--- src/rtl/uart_word_tx_if.sv ---
// uart_word_tx_if: valid/ready word handshake into the UART word transmitter
interface uart_word_tx_if;
    logic [15:0] data;
    logic        data_valid;
    logic        ready;
    modport master (output data, output data_valid, input ready);
    modport slave (input data, input data_valid, output ready);
endinterface

--- src/rtl/uart_word_tx.sv ---
// uart_word_tx: sends {tag,payload} words as two 8N1 UART frames, high byte first
module uart_word_tx #(
    parameter int CLK_HZ        = 100000000,
    parameter int BAUD          = 115200,
    parameter int DROP_ZERO_TAG = 1
) (
    input  logic          clk,
    input  logic          rst,
    uart_word_tx_if.slave bus,
    output logic          tx,
    output logic          busy,
    output logic          word_done
);
    localparam int DIV = CLK_HZ / BAUD;
    localparam int CW  = $clog2(DIV);
    typedef enum logic [2:0] {IDLE, START, DATA, STOP, DONE} state_t;
    state_t        state_q, state_d;
    logic [CW-1:0] cnt_q, cnt_d;
    logic [2:0]    bit_q, bit_d;
    logic          byte_sel_q, byte_sel_d;
    logic [15:0]   word_q, word_d;
    logic          tx_q, tx_d, busy_q, busy_d, ready_q, ready_d, done_q, done_d;
    logic          last, skip;
    logic [7:0]    byte_d;
    assign last = cnt_q == CW'(DIV - 1);
    always_comb begin
        state_d    = state_q;
        bit_d      = bit_q;
        byte_sel_d = byte_sel_q;
        word_d     = word_q;
        case (state_q)
            IDLE: if (ready_q && bus.data_valid) begin
                word_d     = bus.data;
                byte_sel_d = 1'b0;
                bit_d      = 3'd0;
                state_d    = START;
            end
            START: state_d = (DROP_ZERO_TAG != 0 && word_q[15:12] == 4'h0) ? DONE : last ? DATA : START;
            DATA: if (last) begin
                bit_d   = bit_q + 3'd1;
                state_d = bit_q == 3'd7 ? STOP : DATA;
            end
            STOP: if (last) begin
                byte_sel_d = ~byte_sel_q;
                state_d    = byte_sel_q ? DONE : START;
            end
            default: state_d = IDLE;
        endcase
        cnt_d   = (last || state_d != state_q || state_q == IDLE) ? '0 : cnt_q + 1'b1;
        // outputs are registered, so they are decoded from the state being entered
        byte_d  = byte_sel_d ? word_d[7:0] : word_d[15:8];
        skip    = DROP_ZERO_TAG != 0 && word_d[15:12] == 4'h0;
        tx_d    = state_d == DATA ? byte_d[bit_d] : !(state_d == START && !skip);
        busy_d  = !skip && (state_d == START || state_d == DATA || state_d == STOP);
        ready_d = state_d == IDLE;
        done_d  = state_d == DONE;
    end
    always_ff @(posedge clk or negedge rst) begin
        if (!rst) begin
            state_q    <= IDLE;
            cnt_q      <= '0;
            bit_q      <= 3'd0;
            byte_sel_q <= 1'b0;
            word_q     <= 16'h0;
            tx_q       <= 1'b1;
            busy_q     <= 1'b0;
            ready_q    <= 1'b1;
            done_q     <= 1'b0;
        end else begin
            state_q    <= state_d;
            cnt_q      <= cnt_d;
            bit_q      <= bit_d;
            byte_sel_q <= byte_sel_d;
            word_q     <= word_d;
            tx_q       <= tx_d;
            busy_q     <= busy_d;
            ready_q    <= ready_d;
            done_q     <= done_d;
        end
    end
    assign tx        = tx_q;
    assign busy      = busy_q;
    assign word_done = done_q;
    assign bus.ready = ready_q;
endmodule

--- src/flat_wrapper.sv ---
// flat-port wrapper written by rule: the top's interface ports become plain ports
module uart_word_tx_flat 
#(
    parameter int CLK_HZ        = 100000000,
    parameter int BAUD          = 115200,
    parameter int DROP_ZERO_TAG = 1
)
  (clk, rst, tx, busy, word_done, bus_data, bus_data_valid, bus_ready);
  uart_word_tx_if bus_i ();
  input  logic clk;
  input  logic rst;
  output logic tx;
  output logic busy;
  output logic word_done;
  input wire logic [$bits(bus_i.data)-1:0] bus_data;
  input wire logic [$bits(bus_i.data_valid)-1:0] bus_data_valid;
  output wire logic [$bits(bus_i.ready)-1:0] bus_ready;
  assign bus_i.data = bus_data;
  assign bus_i.data_valid = bus_data_valid;
  assign bus_ready = bus_i.ready;
  uart_word_tx #(.CLK_HZ(CLK_HZ), .BAUD(BAUD), .DROP_ZERO_TAG(DROP_ZERO_TAG)) u_core (.clk(clk), .rst(rst), .bus(bus_i), .tx(tx), .busy(busy), .word_done(word_done));
endmodule
--- config.mk ---
export PLATFORM = sky130hd
export DESIGN_NAME = uart_word_tx_flat
export DESIGN_NICKNAME = d
export VERILOG_FILES = /design/src/rtl/uart_word_tx_if.sv /design/src/rtl/uart_word_tx.sv /design/src/flat_wrapper.sv
export SDC_FILE = /design/constraint.sdc
export NUM_CORES = 1
export LEC_CHECK = 0
export CAP_MARGIN = 20
export CORE_UTILIZATION = 40
export DETAILED_ROUTE_END_ITERATION = 8
export PLACE_DENSITY_LB_ADDON = 0.12
export SLEW_MARGIN = 30
export SYNTH_ARGS = -nofsm -noshare
export SYNTH_HDL_FRONTEND = slang
export SYNTH_SLANG_ARGS = --single-unit
--- constraint.sdc ---
create_clock -name clk -period 6.31 [get_ports clk]
set_input_delay 1.262 -clock clk [delete_from_list [all_inputs] [get_ports clk]]
set_output_delay 1.262 -clock clk [all_outputs]
set_load 0.03 [all_outputs]
==> results.cfg <==
[status]
status = finished, final reports clean

[synthesis]
yosys.area_share.simple_pct = 16.9
ys_types = 41
yosysSeqAreaShare_pct = 49.7
ys_warn_count = 0
yosys-top-cells-area = dfrtp_1 47%, mux2_2 8.4%, mux2i_1 5.9%, nor2_1 3.2%, dfstp_2 2.8%
synth_compound_area_share_pct = 6.03
synth_top_cell_area_share_pct = 46.9
synth_top_family_by_area = multiplexers
synth_adder_area_share_pct = 2.01
muxShareOfSynthArea_pct = 17.0
synthCells = 157
synth_area_sq_um = 1870
avgSynthCellArea_sq_um = 11.9
syn-num-nets = 179
synth_xor_xnor_area_share_pct = 3.75
yosysTopAreaCell = dfrtp_1
synth-seq-cells = 37

[timing]
final_max_slew_viol_count = 0
hold_viol = 0
fin_crit_sh_pct = 52.5
fmax_mhz = 302
setup_viol = 0
grt_setup_unrepaired = false
period_needed_ns = 3.31
relSlewSlack_pct = 63.0
skew_ns = 0.00603
setup_tns_ns = 0
tightest_slew_ns = 0.549

[pwr]
clkPwrFrac_pct = 21.5
internal_power_w = 0.000560
combPwrFrac_pct = 35.1
cellPowerDensity_nw_per_um2 = 378
switchingPower_w = 0.000279
ir_drop_mv = 0.128
power.static_leakage_nw = 0.998
seq_power_share_pct = 43.4
power_switching_share_pct = 33.3

[place]
port-buffer-count = 22
dpl_cell_area_sq_um = 2100
hpwl_um = 2540
place_congestion = 0.741

[die]
die_area_sq_um = 4950
num_io_pins = 23
rows = 24
dieHeight_um = 70.3
start_util_pct = 42.3
die_x_um = 70.3
core_area_sq_um = 4410

[final_layout]
diodes = 0
fin_nets = 204
drive_gt1_share_pct = 17.5
fill_cells = 407
final_cell_area_sq_um = 2220
area_growth_syn_to_layout_pct = 18.8

[setup_path]
worstSetupPathType = input port to flip-flop
crit_slowest_cell = clkdlybuf4s50_1
cp.arrival_ns = 3.52
crit_required_ns = 6.52
r2r_cells = 8
r2r_slack_ns = 3.81
worst_setup_path_end_kind = flip-flop
timing.rr.start = u_core.state_q[1]
crit_chain = clkdlybuf4s50_1 -> nor4b_4 -> and2_1 -> buf_8 -> mux2_2 -> mux2i_1 -> o22ai_1 -> o21bai_1 -> a31oi_1
start_kind = input port
reg2reg_to = u_core.tx
worst-path-max-fanout = 15
max_stage_delay_ns = 0.47

[clock_tree]
cts-root-buf = clkbuf_8
cts_setup_buffers = 0
cts_resized = 0
cts_tree = yes
path_clk_slew_ns = 0.07
cts.sinks = 37
cts-htree-levels = 2
cts_max_path_buffers = 2
numCtsBuffers = 5
insertion_delay_ns = 0.28
holdBufCountCts = 0

[routing]
vias = 1246
drt_iter0_markers = 89
wl_um = 3590
drc_errors = 0
wl_per_cell_um = 15.3
viasPerCell = 5.30
firstDrtPassIters = 3
antenna_left = 0

[job]
maxCapViolCount = 0

[global_routing]
grt_overflow = 0
grt_pass1_vias = 1277
grt_pass1_wl_um = 6220
grt_max_degree = 38
antenna_found_initial = 0
grtUsageTotal_pct = 16.5

[worst_hold_path]
min_to = u_core.cnt_q[0]
hold_depth = 1
hold_start = u_core.cnt_q[0]
hp-class = flip-flop to flip-flop
## critical path, delay by kind of cell
| family | cells | cell delay (ns) |
|---|---|---|
| buffers and inverters | 2 | 0.69 |
| muxes | 2 | 0.54 |
| and+or+nand+nor | 2 | 0.70 |
| AOI/OAI and AO/OA | 3 | 0.34 |
## flip-flops by register name, indices dropped and copies added (netlist names)
name / count
u_core.tx: 1
u_core.state_q: 3
u_core.bus.ready: 1
u_core.busy: 1
u_core.cnt_q: 10
u_core.word_q: 16
u_core.bit_q: 3
u_core.byte_sel_q: 1
u_core.word_done: 1
## logic make-up (layout without fill, tap and decap cells)
| group | Yosys count | in the layout |
|---|---|---|
| AO/OA/AOI/OAI | 18 | 18 |
| XOR/XNOR | 8 | 8 |
| adder cells (fa/ha/maj) | 3 | 3 |
| buffers and inverters | 13 | 39 |
| flip-flops | 37 | 37 |
| multiplexers | 28 | 28 |
| AND/OR/NAND/NOR | 50 | 50 |
## placed cells by master (no fill, tap or decap), types with 2 or more instances in the layout
cell type / synthesis / routed
a21oi_1: 5 / 5
a31oi_1: 2 / 2
and2_1: 2 / 2
and3_1: 3 / 3
and4bb_1: 2 / 2
clkbuf_8: 0 / 7
clkdlybuf4s50_1: 0 / 22
dfrtp_1: 35 / 35
dfstp_2: 2 / 2
ha_1: 3 / 3
inv_1: 7 / 7
mux2_2: 14 / 14
mux2i_1: 11 / 11
mux2i_2: 2 / 2
nand2_1: 5 / 5
nand3_1: 3 / 3
nand4_1: 4 / 4
nor2_1: 16 / 16
nor3b_1: 3 / 3
o21ai_0: 2 / 2
o22ai_1: 4 / 4
or3_1: 3 / 3
or3b_1: 2 / 2
xnor2_1: 3 / 3
xor2_1: 5 / 5
## per-stage QoR
| stage | setup slack, ns | power, W | std cells | hold slack [ns] | utilization, % |
|---|---|---|---|---|---|
| after floorplan | 3.52 | 0.000583 | 157 | 0.455 | - |
| final | 3.00 | 0.000839 | 235 | 0.495 | 50.3 |
| after detailed placement | 2.45 | 0.000658 | 226 | 0.486 | 47.6 |
| after global placement | 2.55 | 0.000647 | 226 | 0.477 | 47.6 |
| after global routing | 2.82 | 0.000897 | 235 | 0.513 | 50.3 |
| after CTS | 2.75 | 0.000843 | 234 | 0.503 | 49.9 |
## power by group through the flow
stage	clock network, W	logic (W)	registers, W
after floorplan	0	0.000205	0.000377
after global placement	0	0.000285	0.000363
after detailed placement	0	0.000290	0.000369
after CTS	0.000187	0.000291	0.000364
after global routing	0.000197	0.000327	0.000374
final	0.000180	0.000294	0.000364
## how the worst max path moves through the flow
stage,start,endpoint,depth (start not counted)
after floorplan,bus_data_valid,u_core.tx,7
after global placement,bus_data_valid,u_core.tx,8
after detailed placement,bus_data_valid,u_core.tx,8
after CTS,bus_data_valid,u_core.tx,8
after global routing,bus_data_valid,u_core.tx,9
final,bus_data_valid,u_core.tx,9
## layout make-up
type | instances | area (sq um) | share of cell area [%]
clock inverters | 1 | 5.00 | 0.226
well taps | 52 | 65.1 | 2.93
inverters | 7 | 26.3 | 1.18
clock buffers | 7 | 96.3 | 4.34
repair buffers | 24 | 243 | 10.9
flip-flops and latches | 37 | 928 | 41.8
multi-input cells | 107 | 855 | 38.5
## cells in the mapped netlist, drive strengths merged
| library cell | count |
|---|---|
| or4 | 1 |
| xor2 | 5 |
| and2 | 2 |
| and4bb | 2 |
| o2bb2ai | 1 |
| a31oi | 2 |
| dfstp | 2 |
| dfrtp | 35 |
| ha | 3 |
| nor4b | 1 |
| a41oi | 1 |
| nor3b | 3 |
| inv | 7 |
| xnor2 | 3 |
| nor4 | 1 |
| or3 | 3 |
| buf | 5 |
| and3 | 3 |
| and4b | 1 |
| a21boi | 1 |
| mux2i | 14 |
| o21a | 1 |
| mux2 | 14 |
| o21bai | 1 |
| nand4 | 5 |
| clkbuf | 1 |
| nand3 | 3 |
| or3b | 3 |
| o21ai | 2 |
| nor3 | 1 |
| o22ai | 4 |
| nand2 | 5 |
| a21oi | 5 |
| nor2 | 16 |
## metal layers
metal | wire length [um] | vias up | global-route usage (%)
li1 | - | 608 | -
met1 | 1740 | 613 | 22.0
met2 | 1640 | 18 | 24.7
met3 | 138 | 7 | 5.05
met4 | 68 | 0 | 7.33
met5 | 0 | - | 0
Power figures use the tool's default switching activity.
